$ cat src/rtl/spi_xfer_sequencer.sv
// spi_xfer_sequencer
//   Master-side SPI transfer sequencer. It accepts one word from the APB
//   register slice and drives slave select, which also gates the baud-rate
//   generator. It steps the MOSI/MISO shift registers on the generator's
//   sample/shift strobes and counts bits. It reports completion, write
//   collision and abort status back to the register slice.
//
//   Ports
//     pclk, preset_n           clock, async active-low reset
//     spi_mode_i, spiswai_i    run/wait/stop mode and stop-in-wait control
//     mstr_i                   master enable (0 parks the block in IDLE)
//     lsbfe_i                  1 = LSB first (latched per transfer)
//     send_data_i, tx_data_i   start pulse and the word to send
//     sample_strb_i,
//     shift_strb_i             phase-selected strobes from the baud generator
//     miso_i / mosi_o          serial data in / out
//     flag_clr_i               clears spif_o and wcol_o
//     ss_o                     slave select, active-low
//     rx_data_o, rx_valid_o    last received word and its update pulse
//     spif_o, wcol_o           sticky complete / write-collision flags
//     abort_o                  one-cycle pulse when a transfer is abandoned
//     busy_o                   high whenever not IDLE
//   All outputs come straight from flops.
module spi_xfer_sequencer #(
  parameter int DATA_W = 8
) (
  input  logic              pclk,
  input  logic              preset_n,
  input  logic [1:0]        spi_mode_i,
  input  logic              spiswai_i,
  input  logic              mstr_i,
  input  logic              lsbfe_i,
  input  logic              send_data_i,
  input  logic [DATA_W-1:0] tx_data_i,
  input  logic              sample_strb_i,
  input  logic              shift_strb_i,
  input  logic              miso_i,
  input  logic              flag_clr_i,
  output logic              ss_o,
  output logic              mosi_o,
  output logic [DATA_W-1:0] rx_data_o,
  output logic              rx_valid_o,
  output logic              spif_o,
  output logic              wcol_o,
  output logic              abort_o,
  output logic              busy_o
);

  localparam int CW = $clog2(DATA_W + 1);
  localparam logic [CW-1:0] CNT_LAST = CW'(DATA_W - 1);
  localparam logic [CW-1:0] CNT_FULL = CW'(DATA_W);

  typedef enum logic [1:0] {IDLE, LOAD, XFER, DONE} state_e;

  state_e            state_q, state_d;
  logic [DATA_W-1:0] tx_q, tx_d;
  logic [DATA_W-1:0] rx_q, rx_d;
  logic [DATA_W-1:0] rx_data_q, rx_data_d;
  logic [CW-1:0]     cnt_q, cnt_d;
  logic              lsb_q, lsb_d;
  logic              mosi_q, mosi_d;
  logic              ss_q, ss_d;
  logic              busy_q, busy_d;
  logic              rxv_q, rxv_d;
  logic              spif_q, spif_d;
  logic              wcol_q, wcol_d;
  logic              abort_q, abort_d;
  logic              en;
  logic              spif_set;
  logic              wcol_set;

  always_comb begin
    en = mstr_i & ((spi_mode_i == 2'b00) | ((spi_mode_i == 2'b01) & ~spiswai_i));
  end

  always_comb begin
    state_d   = state_q;
    tx_d      = tx_q;
    rx_d      = rx_q;
    rx_data_d = rx_data_q;
    cnt_d     = cnt_q;
    lsb_d     = lsb_q;
    mosi_d    = mosi_q;
    rxv_d     = 1'b0;
    abort_d   = 1'b0;
    spif_set  = 1'b0;
    wcol_set  = 1'b0;

    case (state_q)
      IDLE: begin
        if (send_data_i && en) begin
          state_d = LOAD;
          tx_d    = tx_data_i;
          // Present the first bit during LOAD itself; LOAD re-evaluates it
          // against the lsbfe_i value that actually gets latched.
          mosi_d  = lsbfe_i ? tx_data_i[0] : tx_data_i[DATA_W-1];
        end
      end
      LOAD: begin
        if (!en) begin
          state_d = IDLE;
          abort_d = 1'b1;
          cnt_d   = '0;
        end else begin
          state_d = XFER;
          cnt_d   = '0;
          lsb_d   = lsbfe_i;
          mosi_d  = lsbfe_i ? tx_q[0] : tx_q[DATA_W-1];
        end
      end
      XFER: begin
        if (!en) begin
          state_d = IDLE;
          abort_d = 1'b1;
          cnt_d   = '0;
        end else begin
          // Shift-ignore test uses the count before this cycle's sample.
          if (shift_strb_i && (cnt_q != CNT_FULL)) begin
            tx_d   = lsb_q ? (tx_q >> 1) : (tx_q << 1);
            mosi_d = lsb_q ? tx_q[1] : tx_q[DATA_W-2];
          end
          if (sample_strb_i) begin
            rx_d  = lsb_q ? {miso_i, rx_q[DATA_W-1:1]} : {rx_q[DATA_W-2:0], miso_i};
            cnt_d = cnt_q + 1'b1;
            // Completion outputs are registered together with the move to
            // DONE so that they are visible during the DONE cycle.
            if (cnt_q == CNT_LAST) begin
              state_d   = DONE;
              rx_data_d = rx_d;
              rxv_d     = 1'b1;
              spif_set  = 1'b1;
            end
          end
        end
      end
      DONE: begin
        // Re-assert the set during DONE so that a clear issued in this cycle loses.
        spif_set = 1'b1;
        state_d  = IDLE;
      end
      default: state_d = IDLE;
    endcase

    wcol_set = send_data_i & (state_q != IDLE);
    ss_d     = ~((state_d == LOAD) | (state_d == XFER));
    busy_d   = (state_d != IDLE);
    spif_d   = spif_set | (spif_q & ~flag_clr_i);
    wcol_d   = wcol_set | (wcol_q & ~flag_clr_i);
  end

  always_ff @(posedge pclk or negedge preset_n) begin
    if (!preset_n) begin
      state_q   <= IDLE;
      tx_q      <= '0;
      rx_q      <= '0;
      rx_data_q <= '0;
      cnt_q     <= '0;
      lsb_q     <= 1'b0;
      mosi_q    <= 1'b0;
      ss_q      <= 1'b1;
      busy_q    <= 1'b0;
      rxv_q     <= 1'b0;
      spif_q    <= 1'b0;
      wcol_q    <= 1'b0;
      abort_q   <= 1'b0;
    end else begin
      state_q   <= state_d;
      tx_q      <= tx_d;
      rx_q      <= rx_d;
      rx_data_q <= rx_data_d;
      cnt_q     <= cnt_d;
      lsb_q     <= lsb_d;
      mosi_q    <= mosi_d;
      ss_q      <= ss_d;
      busy_q    <= busy_d;
      rxv_q     <= rxv_d;
      spif_q    <= spif_d;
      wcol_q    <= wcol_d;
      abort_q   <= abort_d;
    end
  end

  assign ss_o       = ss_q;
  assign mosi_o     = mosi_q;
  assign rx_data_o  = rx_data_q;
  assign rx_valid_o = rxv_q;
  assign spif_o     = spif_q;
  assign wcol_o     = wcol_q;
  assign abort_o    = abort_q;
  assign busy_o     = busy_q;

endmodule

$ cat config.mk
export PLATFORM = sky130hd
export DESIGN_NAME = spi_xfer_sequencer
export DESIGN_NICKNAME = d
export VERILOG_FILES = /design/src/rtl/spi_xfer_sequencer.sv
export SDC_FILE = /design/constraint.sdc
export NUM_CORES = 1
export LEC_CHECK = 0
export ABC_CLOCK_PERIOD_IN_PS = 2240
export CAP_MARGIN = 40
export CORE_MARGIN = 2
export CORE_UTILIZATION = 52
export DETAILED_ROUTE_END_ITERATION = 16
export PLACE_DENSITY = 0.88
export SKIP_LAST_GASP = 1
export SLEW_MARGIN = 10
export SYNTH_ARGS = -nofsm -noshare
export SYNTH_HDL_FRONTEND = slang
export SYNTH_SLANG_ARGS = --single-unit
$ cat constraint.sdc
create_clock -name pclk -period 2.24 [get_ports pclk]
set_input_delay 0.224 -clock pclk [delete_from_list [all_inputs] [get_ports pclk]]
set_output_delay 0.224 -clock pclk [all_outputs]
set_load 0.005 [all_outputs]
Word-level counts from Yosys, hierarchy flattened
Cells that the tools add are included.
Word-level totals
  flip-flop bits (word level): 38
  bits of input ports: 20
  output and inout bits: 15
  word-level logic and storage cells: 85
Operators by class
  add/subtract/negate cells: 1
  equality and inequality tests: 13
  muxes and demuxes: 30
  bitwise gates (word level): 12
  reduce and logical (&&, ||, !) cells: 16
Operators by type and width (count)
  8-bit 2-to-1 mux: 5
  8-bit case mux with 2 select lines: 1
  1-bit 2-to-1 mux: 13
  2-bit 2-to-1 mux: 5
  4-bit 2-to-1 mux: 2
  2-bit inequality test (second input constant): 4
  2-bit case mux with 4 select lines: 1
  4-bit case mux with 2 select lines: 1
  4-bit AND reduction: 2
  2-bit nonzero test: 4
  2-bit by 1-bit == test with 1-bit output (second input constant): 3
  2-bit == test (second input constant): 3
  1-bit bitwise AND: 5
  5-bit AND reduction: 1
  4-bit by 1-bit adder with 4-bit output (second input constant): 1
  4-bit by 3-bit == test with 1-bit output (second input constant): 1
  2-bit logical NOT: 2
  4-bit inequality test (second input constant): 1
  1-bit bitwise OR: 4
  2-bit AND reduction: 2
  3-bit inequality test (second input constant): 1
  1-bit inverter: 3
  1-bit case mux with 3 select lines: 1
  3-bit AND reduction: 1
  4 further kinds: 5

Depth between registers and ports, before layout
Gate-level depths: netlist of the first run.
  word-level depth: 10
  depth in mapped cells: 10
  gate-level depth less buffers: 8

Worst setup path after synthesis of the first run
Ideal clock, no wire load.
  path type: register to register
  start: reg state_q[0]
  end: reg ss_q (netlist: ss_o)
  setup time: 58 ps
  arrival time: 1775 ps
  required time: 2182 ps
  setup slack: 407 ps
  cell stages (with the launch flop): 11
  buffers on the path: 2
  clock period less this slack: 1833 ps
  path through: dfrtp_1 inv_1 ha_1 buf_6 nand2_1 nor4b_2 buf_4 a21oi_1 a2bb2oi_1 ha_1 inv_1
Between the ends
  longest elaborated chain between the ends: 7
  elaborated cells between the ends (all ways): 13
  classes of those cells: eq/ne: 5; mux: 5; bitwise: 2; reduce/logical: 1
Ends and longest elaborated chain
  start, declared: RTL line 55  | state_e state_q, state_d;
  start signal, assigned: RTL line 167  | state_q <= state_d;
  2-bit 2-to-1 mux: RTL line 127  | if (cnt_q == CNT_LAST) begin
  2-bit 2-to-1 mux: RTL line 122  | if (sample_strb_i) begin
  2-bit 2-to-1 mux: RTL line 112  | if (!en) begin
  2-bit case mux with 4 select lines *: RTL line 89  | case (state_q)
  2-bit by 1-bit == test with 1-bit output / 2-bit == test (equally long branches): RTL line 145  | ss_d = ~((state_d == LOAD) | (state_d == XFER));
  1-bit bitwise OR *: RTL line 145
  1-bit inverter *: RTL line 145
  net ss_d: RTL line 62  | logic ss_q, ss_d;
  end signal, assigned: RTL line 174  | ss_q <= ss_d;
  end, declared: RTL line 62
Mark *: on every way through the listed nets, which the timed path passes. The rest lies on a longest branch.
A chain may end at the register's enable or synchronous reset.

Worst setup path in the final report of the first run
Ends and elaborated chain as after synthesis.

==> results.sh, run 1 <==
export IMPL_cts_tree="done"
export IMPL_netlist_instances=184
export IMPL_dpl_cell_area_sq_mm=0.00236
export IMPL_cp_required_ps=2480
export IMPL_maxCapViolations=0
export IMPL_drt_initial_drc_count=70
export IMPL_cts_sinks=38
export IMPL_final_max_slew_viol_count=0
export IMPL_switching_share=0.329
export IMPL_period_share=0.896
export IMPL_rows=22
export IMPL_synth_simple_area_share=0.117
export IMPL_postCtsResizedCells=0
export IMPL_path_buf_inv=2
export IMPL_outcome="finished, final reports clean"
export IMPL_r2r_slack_ps=230
export IMPL_yosysTopAreaCell="dfrtp_1"
export IMPL_wl_per_cell_um=14.2
export IMPL_cpPeakStageDelay_ps=430
export IMPL_synth_compound_area_frac=0.147
export IMPL_synthTopCellsByArea="dfrtp_1 (47%), mux2i_1 (8.6%), a21oi_1 (6.3%)"
export IMPL_die_y_um=65.6
export IMPL_yosysWarningCount=0
export IMPL_path_clk_slew_ps=70
export IMPL_setup_violations=0
export IMPL_start_util=0.538
export IMPL_slew_limit_headroom=0.683
export IMPL_synth_common_cells="dfrtp_1 (37), a21oi_1 (25), nor2_1 (23), mux2i_1 (17), inv_1 (12)"
export IMPL_clk_latency_ps=290
export IMPL_p_int_uw=1540
export IMPL_end_kind="flop"
export IMPL_hold_violations=0
export IMPL_drive_gt1_frac=0.143
export IMPL_holdWs_ps=427
export IMPL_io_pins=35
export IMPL_synth_async_reset_ratio=1.00
export IMPL_synthesis_area_sq_mm=0.00197
export IMPL_clkPwrFrac=0.201
export IMPL_drc=0
export IMPL_rsz0062_at_grt="false"
export IMPL_tightestPinTransition_ps=475
export IMPL_synth_edf_count=0
export IMPL_place_gp_congestion=0.903
export IMPL_arrival_ps=2240
export IMPL_fin_nets=252
export IMPL_critical_path_top_delay_family="simple AND/OR/NAND/NOR gates"
export IMPL_power_frac_seq=0.451
export IMPL_antenna_found_initial=0
export IMPL_htree_levels=2
export IMPL_area_delta_synth_final_pct=25.4
export IMPL_start_kind="flop"
export IMPL_dp_hpwl_mm=2.79
export IMPL_hold_class="input port to async pin"
export IMPL_total_power_uw=2300
export IMPL_insertedDiodeCount=0
export IMPL_peakVddDrop_uv=489
export IMPL_ys_flop_type="dfrtp_1"
export IMPL_clock_path_buffers=2
export IMPL_rr_startpoint="state_q[0]"
export IMPL_fp_dieW_um=65.6
export IMPL_synth_most_common_cell="dfrtp_1"
export IMPL_synth_top_area_share=0.470
export IMPL_p_switching_uw=757
export IMPL_synth_xor_area_share=0.0133
export IMPL_synth_top_family_by_area="compound AO/OA/AOI/OAI gates"
export IMPL_p_per_area_mw_per_mm2=930
export IMPL_r2r_cells=8
export IMPL_track_usage=0.204
export IMPL_io_buffers=34
export IMPL_cts_root_buf="clkbuf_8"
export IMPL_cellLeakagePower_uw=0.00114
export IMPL_synth_nets=211
export IMPL_finalClockSkew_ps=8.59
export IMPL_numCtsBuffers=5
export IMPL_routed_wirelength_mm=3.86
export IMPL_synth_seq_area_share=0.483
export IMPL_crit_type="flop to flop"
export IMPL_muxShareOfSynthArea=0.143
export IMPL_avgSynthCellArea_sq_um=10.7
export IMPL_timing_final_crit_period_ps=2010
export IMPL_vias_per_cell=5.44
export IMPL_grt_max_degree=39
export IMPL_synthAdderAreaFrac=0.0444
export IMPL_final_area_sq_mm=0.00247
export IMPL_ant_nets=0
export IMPL_core_area_sq_mm=0.00366
export IMPL_fin_setup_tns_ps=0
export IMPL_cp_max_fo=5
export IMPL_crit_chain="inv_1 -> ha_1 -> nand2_1 -> nor4b_2 -> and2_1 -> a211oi_1 -> ha_1 -> inv_1"
export IMPL_grt_pass1_vias=1437
export IMPL_synth_cell_types=43
export IMPL_vias=1480
export IMPL_drtPass1Iterations=4
export IMPL_r2r_end="ss_o"
export IMPL_combPwrFrac=0.348
export IMPL_die_area_sq_mm=0.00430
export IMPL_max_freq_ghz=0.498
export IMPL_crit_slowest_cell="nor4b_2"
export IMPL_grt_pass1_wl_mm=6.69
export IMPL_grt_overflow_total=0
export IMPL_nFillCells=301
export IMPL_synth_seq_cells=38
## sequential cells by signal, summed over array words and instances (netlist names), 2 cells and up
| register | cells |
|---|---|
| rx_q | 8 |
| tx_q | 8 |
| rx_data_o | 8 |
| state_q | 2 |
| cnt_q | 4 |
## kinds of logic (layout without fill, tap and decap cells)
family	after synthesis	after routing
multiplexers	27	27
XOR/XNOR	3	3
adder cells (fa/ha/maj)	7	7
AND/OR/NAND/NOR	44	44
buffers and inverters	21	61
flip-flops	38	38
AO/OA/AOI/OAI	44	44
## power by group through the flow
stage	logic (uW)	clock network, uW	registers (uW)
after floorplan	599	0	979
after global placement	776	0	1040
final	801	462	1040
after global routing	896	501	1060
after detailed placement	801	0	1040
after CTS	806	467	1030
## worst reg2reg max path, stage by stage (launching register included)
cell,delay (ps)
dfrtp_1,400
inv_1,110
ha_1,270
nand2_1,140
nor4b_2,430
and2_1,210
a211oi_1,50
ha_1,300
inv_1,50
## placed cells by master, fill, tap and decap left out, drive strengths merged, types with 2 or more instances in the layout
cell           instances
dfrtp                 37
clkdlybuf4s50         33
a21oi                 25
nor2                  23
mux2i                 17
inv                   13
mux2                  10
buf                    8
ha                     7
nand2                  6
clkbuf                 6
o21ai                  3
nand3                  3
nand3b                 2
a211o                  2
xnor2                  2
o32ai                  2
a32o                   2
a211oi                 2
o22ai                  2
## area by class of cell
cell class              count  area (sq um)  area share
clock buffers               6          82.6      0.0334
inverters                  13          48.8      0.0197
multi-input cells         125           917       0.371
flip-flops and latches     38           952       0.385
well taps                  48          60.1      0.0243
repair buffers             42           410       0.166
## metal layers
| metal | share of wire | up-vias | track usage |
|---|---|---|---|
| li1 | - | 729 | - |
| met1 | 0.48 | 720 | 0.267 |
| met2 | 0.47 | 25 | 0.334 |
| met3 | 0.035 | 6 | 0.0531 |
| met4 | 0.015 | 0 | 0.0625 |
| met5 | 0 | - | 0 |
## timing repair
action / in CTS / in global routing
setup endpoints to repair: 0 / 0
hold buffers: 0 / 1
buffers inserted: 0 / 0
hold endpoints to repair: 0 / 37
## metrics by stage
stage           util  worst slack, ps  std cells
2_1_floorplan      -              407        184
3_3_place_gp   0.644              300        264
3_5_place_dp   0.644              248        264
4_1_cts        0.667              231        270
5_1_grt        0.675             91.8        272
6_report       0.675              232        272
## worst max-delay path by stage
stage | slack (ps) | cells past startpoint | endpoint | startpoint
after CTS | 230 | 8 | ss_o | state_q[0]
after floorplan | 410 | 10 | ss_o | state_q[0]
after global routing | 90 | 8 | ss_o | state_q[0]
after global placement | 300 | 5 | tx_q[3] | mstr_i
final | 230 | 8 | ss_o | state_q[0]
after detailed placement | 250 | 8 | ss_o | state_q[0]
(Power assumes the default switching activity.)
==> run 2: changes to the inputs <==
--- a/config.mk
+++ b/config.mk
@@ -9,8 +9,10 @@
 export CAP_MARGIN = 40
 export CORE_MARGIN = 2
 export CORE_UTILIZATION = 52
+export CTS_CLUSTER_DIAMETER = 150
 export DETAILED_ROUTE_END_ITERATION = 16
 export PLACE_DENSITY = 0.88
+export REMOVE_ABC_BUFFERS = 1
 export SKIP_LAST_GASP = 1
 export SLEW_MARGIN = 10
 export SYNTH_ARGS = -nofsm -noshare
==> run 2 against run 1 <==
Effect of this change:
- first-iteration DRC count down 14%
- maximum frequency rose by 2.1%
- total power is 5.0% higher
- sequential share of layout area barely moved
- routed wire length shrank 0.85%
- critical path type unchanged
- critical endpoint is now tx_q[3]
- largest cell class unchanged
==> results.sh, run 2 (synthesized netlist as in run 1, its figures left out) <==
export IMPL_outcome="finished, final reports clean"
export IMPL_htree_levels=2
export IMPL_cts_tree="done"
export IMPL_grt_max_degree=39
export IMPL_area_delta_synth_final_pct=25.5
export IMPL_cellLeakagePower_uw=0.00114
export IMPL_drc=0
export IMPL_arrival_ps=2150
export IMPL_drtPass1Iterations=4
export IMPL_fp_dieW_um=65.6
export IMPL_insertedDiodeCount=0
export IMPL_die_area_sq_mm=0.00430
export IMPL_crit_type="flop to flop"
export IMPL_crit_slowest_cell="a211oi_4"
export IMPL_cpPeakStageDelay_ps=450
export IMPL_vias_per_cell=5.33
export IMPL_final_cell_mix="dfrtp_1 (37), clkdlybuf4s50_1 (34), a21oi_1 (25), nor2_1 (23), mux2i_1 (17)"
export IMPL_die_y_um=65.6
export IMPL_drive_gt1_frac=0.143
export IMPL_cp_required_ps=2420
export IMPL_antenna_found_initial=0
export IMPL_cp_max_fo=8
export IMPL_core_area_sq_mm=0.00366
export IMPL_place_gp_congestion=0.757
export IMPL_final_common_cell="dfrtp_1"
export IMPL_track_usage=0.204
export IMPL_numCtsBuffers=5
export IMPL_period_share=0.878
export IMPL_preCtsSetupSlack_ps=265
export IMPL_p_per_area_mw_per_mm2=977
export IMPL_peakVddDrop_uv=507
export IMPL_cts_root_buf="clkbuf_8"
export IMPL_hold_class="input port to async pin"
export IMPL_fin_ws_ps=274
export IMPL_routed_wirelength_mm=3.83
export IMPL_grt_pass1_vias=1416
export IMPL_tightestPinTransition_ps=466
export IMPL_io_buffers=34
export IMPL_max_freq_ghz=0.509
export IMPL_dp_hpwl_mm=2.72
export IMPL_end_kind="flop"
export IMPL_maxCapViolations=0
export IMPL_final_max_slew_viol_count=0
export IMPL_total_power_uw=2410
export IMPL_wl_per_cell_um=14.1
export IMPL_ant_nets=0
export IMPL_finalClockSkew_ps=6.24
export IMPL_hold_violations=0
export IMPL_grt_pass1_wl_mm=6.53
export IMPL_timing_final_crit_period_ps=1970
export IMPL_grt_overflow_total=0
export IMPL_holdBufCountCts=0
export IMPL_rsz0062_at_grt="false"
export IMPL_post_cts_buffers=0
export IMPL_rows=22
export IMPL_path_clk_slew_ps=70
export IMPL_drt_initial_drc_count=60
export IMPL_fin_nets=250
export IMPL_start_kind="flop"
export IMPL_setup_violations=0
export IMPL_slew_limit_headroom=0.689
export IMPL_nFillCells=303
export IMPL_crit_chain="inv_1 -> ha_1 -> nand4b_2 -> nand3_2 -> a211oi_4 -> mux2_2"
export IMPL_cts_sinks=38
export IMPL_start_util=0.538
export IMPL_vias=1451
export IMPL_io_pins=35
export IMPL_clock_path_buffers=2
export IMPL_postCtsResizedCells=0
export IMPL_clk_latency_ps=300
==> run 2: worst paths after layout <==
check / startpoint / endpoint / slack, ps / cells past startpoint
setup / recovery: state_q[0] / tx_q[3] / 270 / 6
hold / removal: preset_n / rx_q[4] / 340 / 2
setup reg to reg: state_q[0] / tx_q[3] / 270 / 6
hold reg to reg: rx_data_o[6] / rx_data_o[6] / 530 / 2
max in group asynchronous: preset_n / ss_o / 1540 / 2
min in group pclk: rx_data_o[6] / rx_data_o[6] / 530 / 2
==> run 2: cell type report <==
type	count	area, sq um	share of cell area
clock inverters	3	40.0	0.0162
repair buffers	40	385	0.156
flip-flops and latches	38	952	0.385
well taps	48	60.1	0.0243
multi-input cells	125	917	0.371
inverters	13	48.8	0.0197
clock buffers	5	68.8	0.0278
==> run 2: worst max-delay path, delay by kind of cell, from the launching register on <==
kind	cells	cell delay (ps)
compound gates	1	450
mux	1	390
flops	1	400
fa+ha+maj	1	280
buf+inv	1	90
simple gates	2	240
==> run 2: stage by stage <==
step	utilization	cell area [sq um]	cells	setup TNS [ps]	hold slack, ps
after CTS	0.675	2470	272	0	351
final	0.675	2470	272	0	344
after global placement	0.646	2360	264	0	490
after detailed placement	0.646	2360	264	0	507
after global routing	0.675	2470	272	0	386
after floorplan	-	1920	176	-4280	-71.6
==> run 2: layer usage <==
| layer | wire [um] | up-vias | part of all wire | track usage |
|---|---|---|---|---|
| met1 | 1780 | 689 | 0.47 | 0.265 |
| met3 | 175 | 7 | 0.046 | 0.0616 |
| met2 | 1820 | 27 | 0.47 | 0.330 |
| li1 | - | 728 | - | - |
| met5 | 0 | - | 0 | 0 |
| met4 | 55 | 0 | 0.014 | 0.0625 |
==> run 2: where the power goes <==
part	switching, uW	internal (uW)	total, uW
sequential	158	870	1030
combinational	381	430	811
clock	246	328	574
==> run 3: changes to the inputs <==
--- a/config.mk
+++ b/config.mk
@@ -8,10 +8,11 @@
 export ABC_CLOCK_PERIOD_IN_PS = 2240
 export CAP_MARGIN = 40
 export CORE_MARGIN = 2
-export CORE_UTILIZATION = 52
+export CORE_UTILIZATION = 54
+export CTS_BUF_LIST = sky130_fd_sc_hd__clkbuf_4
 export CTS_CLUSTER_DIAMETER = 150
 export DETAILED_ROUTE_END_ITERATION = 16
-export PLACE_DENSITY = 0.88
+export PLACE_DENSITY = 0.91
 export REMOVE_ABC_BUFFERS = 1
 export SKIP_LAST_GASP = 1
 export SLEW_MARGIN = 10
==> run 3 against run 2 <==
Effect of this change:
- routed wire length fell by 3.8%
- clock power shrank 40%
- critical endpoint is now ss_o
- critical path depth up 2
- total power decreased by 11%
- design area decreased by 2.6%
- highest routed layer unchanged
- die area down 3.5%
==> results.sh, run 3 (synthesized netlist as in run 1, its figures left out) <==
export IMPL_grt_max_degree=39
export IMPL_die_y_um=64.4
export IMPL_cts_tree="done"
export IMPL_nFillCells=268
export IMPL_slew_limit_headroom=0.455
export IMPL_antenna_found_initial=0
export IMPL_io_pins=35
export IMPL_hold_violations=0
export IMPL_vias_per_cell=5.38
export IMPL_routed_wirelength_mm=3.69
export IMPL_holdBufCountCts=0
export IMPL_ant_nets=0
export IMPL_cellLeakagePower_uw=0.00111
export IMPL_path_clk_slew_ps=110
export IMPL_clk_latency_ps=350
export IMPL_max_freq_ghz=0.496
export IMPL_tightestPinTransition_ps=817
export IMPL_finalClockSkew_ps=9.69
export IMPL_multi_input_area_sq_um=917
export IMPL_end_kind="flop"
export IMPL_preCtsSetupSlack_ps=264
export IMPL_place_gp_congestion=0.824
export IMPL_die_area_sq_mm=0.00415
export IMPL_fin_ws_ps=225
export IMPL_core_area_sq_mm=0.00342
export IMPL_dp_hpwl_mm=2.65
export IMPL_grt_pass1_vias=1476
export IMPL_drtPass1Iterations=6
export IMPL_arrival_ps=2300
export IMPL_clock_path_buffers=2
export IMPL_cts_root_buf="clkbuf_4"
export IMPL_post_cts_buffers=0
export IMPL_insertedDiodeCount=0
export IMPL_rsz0062_at_grt="false"
export IMPL_seqCellArea_sq_um=952
export IMPL_final_common_cell="dfrtp_1"
export IMPL_period_share=0.899
export IMPL_grt_pass1_wl_mm=6.35
export IMPL_dpl_cell_area_sq_mm=0.00235
export IMPL_final_cell_mix="dfrtp_1 (37), clkdlybuf4s50_1 (34), a21oi_1 (25), nor2_1 (23), mux2i_1 (17)"
export IMPL_hold_class="input port to async pin"
export IMPL_peakVddDrop_uv=498
export IMPL_area_delta_synth_final_pct=22.2
export IMPL_fp_dieW_um=64.4
export IMPL_cp_max_fo=6
export IMPL_setup_violations=0
export IMPL_fin_nets=249
export IMPL_grt_overflow_total=0
export IMPL_start_util=0.577
export IMPL_postCtsResizedCells=0
export IMPL_stdcell_count=269
export IMPL_numCtsBuffers=5
export IMPL_rows=21
export IMPL_dp_cells=261
export IMPL_drive_gt1_frac=0.135
export IMPL_cp_required_ps=2530
export IMPL_maxCapViolations=0
export IMPL_wl_per_cell_um=13.7
export IMPL_final_max_slew_viol_count=0
export IMPL_final_area_sq_mm=0.00241
export IMPL_drc=0
export IMPL_htree_levels=2
export IMPL_p_per_area_mw_per_mm2=896
export IMPL_vias=1447
export IMPL_track_usage=0.199
export IMPL_cts_sinks=38
export IMPL_drt_initial_drc_count=43
export IMPL_holdWs_ps=287
export IMPL_start_kind="flop"
export IMPL_timing_final_crit_period_ps=2010
export IMPL_outcome="finished, final reports clean"
export IMPL_crit_type="flop to flop"
export IMPL_io_buffers=34
run 3: changes by cell type in the layout (fill, tap and decap cells not counted):
cell / before / now
buf_4: 6 / 5
bufinv_16: 1 / 0
clkbuf_4: 0 / 6
clkbuf_8: 5 / 0
clkinv_1: 0 / 1
clkinv_2: 2 / 1
run 3: cell type report:
type / count / area share
inverter: 13 / 0.0203
clock inverter: 2 / 0.00364
clock buffer: 6 / 0.0187
sequential: 38 / 0.396
timing repair buffer: 39 / 0.157
tap: 46 / 0.0239
multi-input combinational: 125 / 0.381
run 3: final timing paths:
path / from / endpoint / slack [ps] / cells after the start
max in group asynchronous: preset_n / ss_o / 1600 / 2
max reg2reg: state_q[0] / ss_o / 230 / 8
min in group pclk: flag_clr_i / wcol_o / 500 / 3
max: state_q[0] / ss_o / 230 / 8
min reg2reg: spif_o / spif_o / 510 / 1
min: preset_n / rx_data_o[7] / 290 / 2
run 3: where the power goes:
part	internal, uW	total [uW]	switching (uW)
combinational	423	751	328
sequential	868	1060	195
clock	130	345	215
total	1420	2160	737
run 3: metal layers:
layer,part of all wire,up-vias,track usage
li1,-,722,-
met1,0.48,687,0.252
met2,0.46,32,0.319
met3,0.042,6,0.0573
met4,0.016,0,0.0851
met5,0,-,0
run 3: critical path: stages (launching register included):
cell and delay (ps):
dfrtp_1 430, inv_1 120, ha_1 300, nand2_1 140, nor4b_2 370, and2_1 210
a211oi_1 50, ha_1 290, inv_1 60
run 3: per-stage QoR:
step	power, uW	setup TNS [ps]	utilization
2_1_floorplan	1560	-4280	-
3_3_place_gp	1810	0	0.689
3_5_place_dp	1830	0	0.689
4_1_cts	2180	0	0.705
5_1_grt	2320	0	0.705
6_report	2160	0	0.705
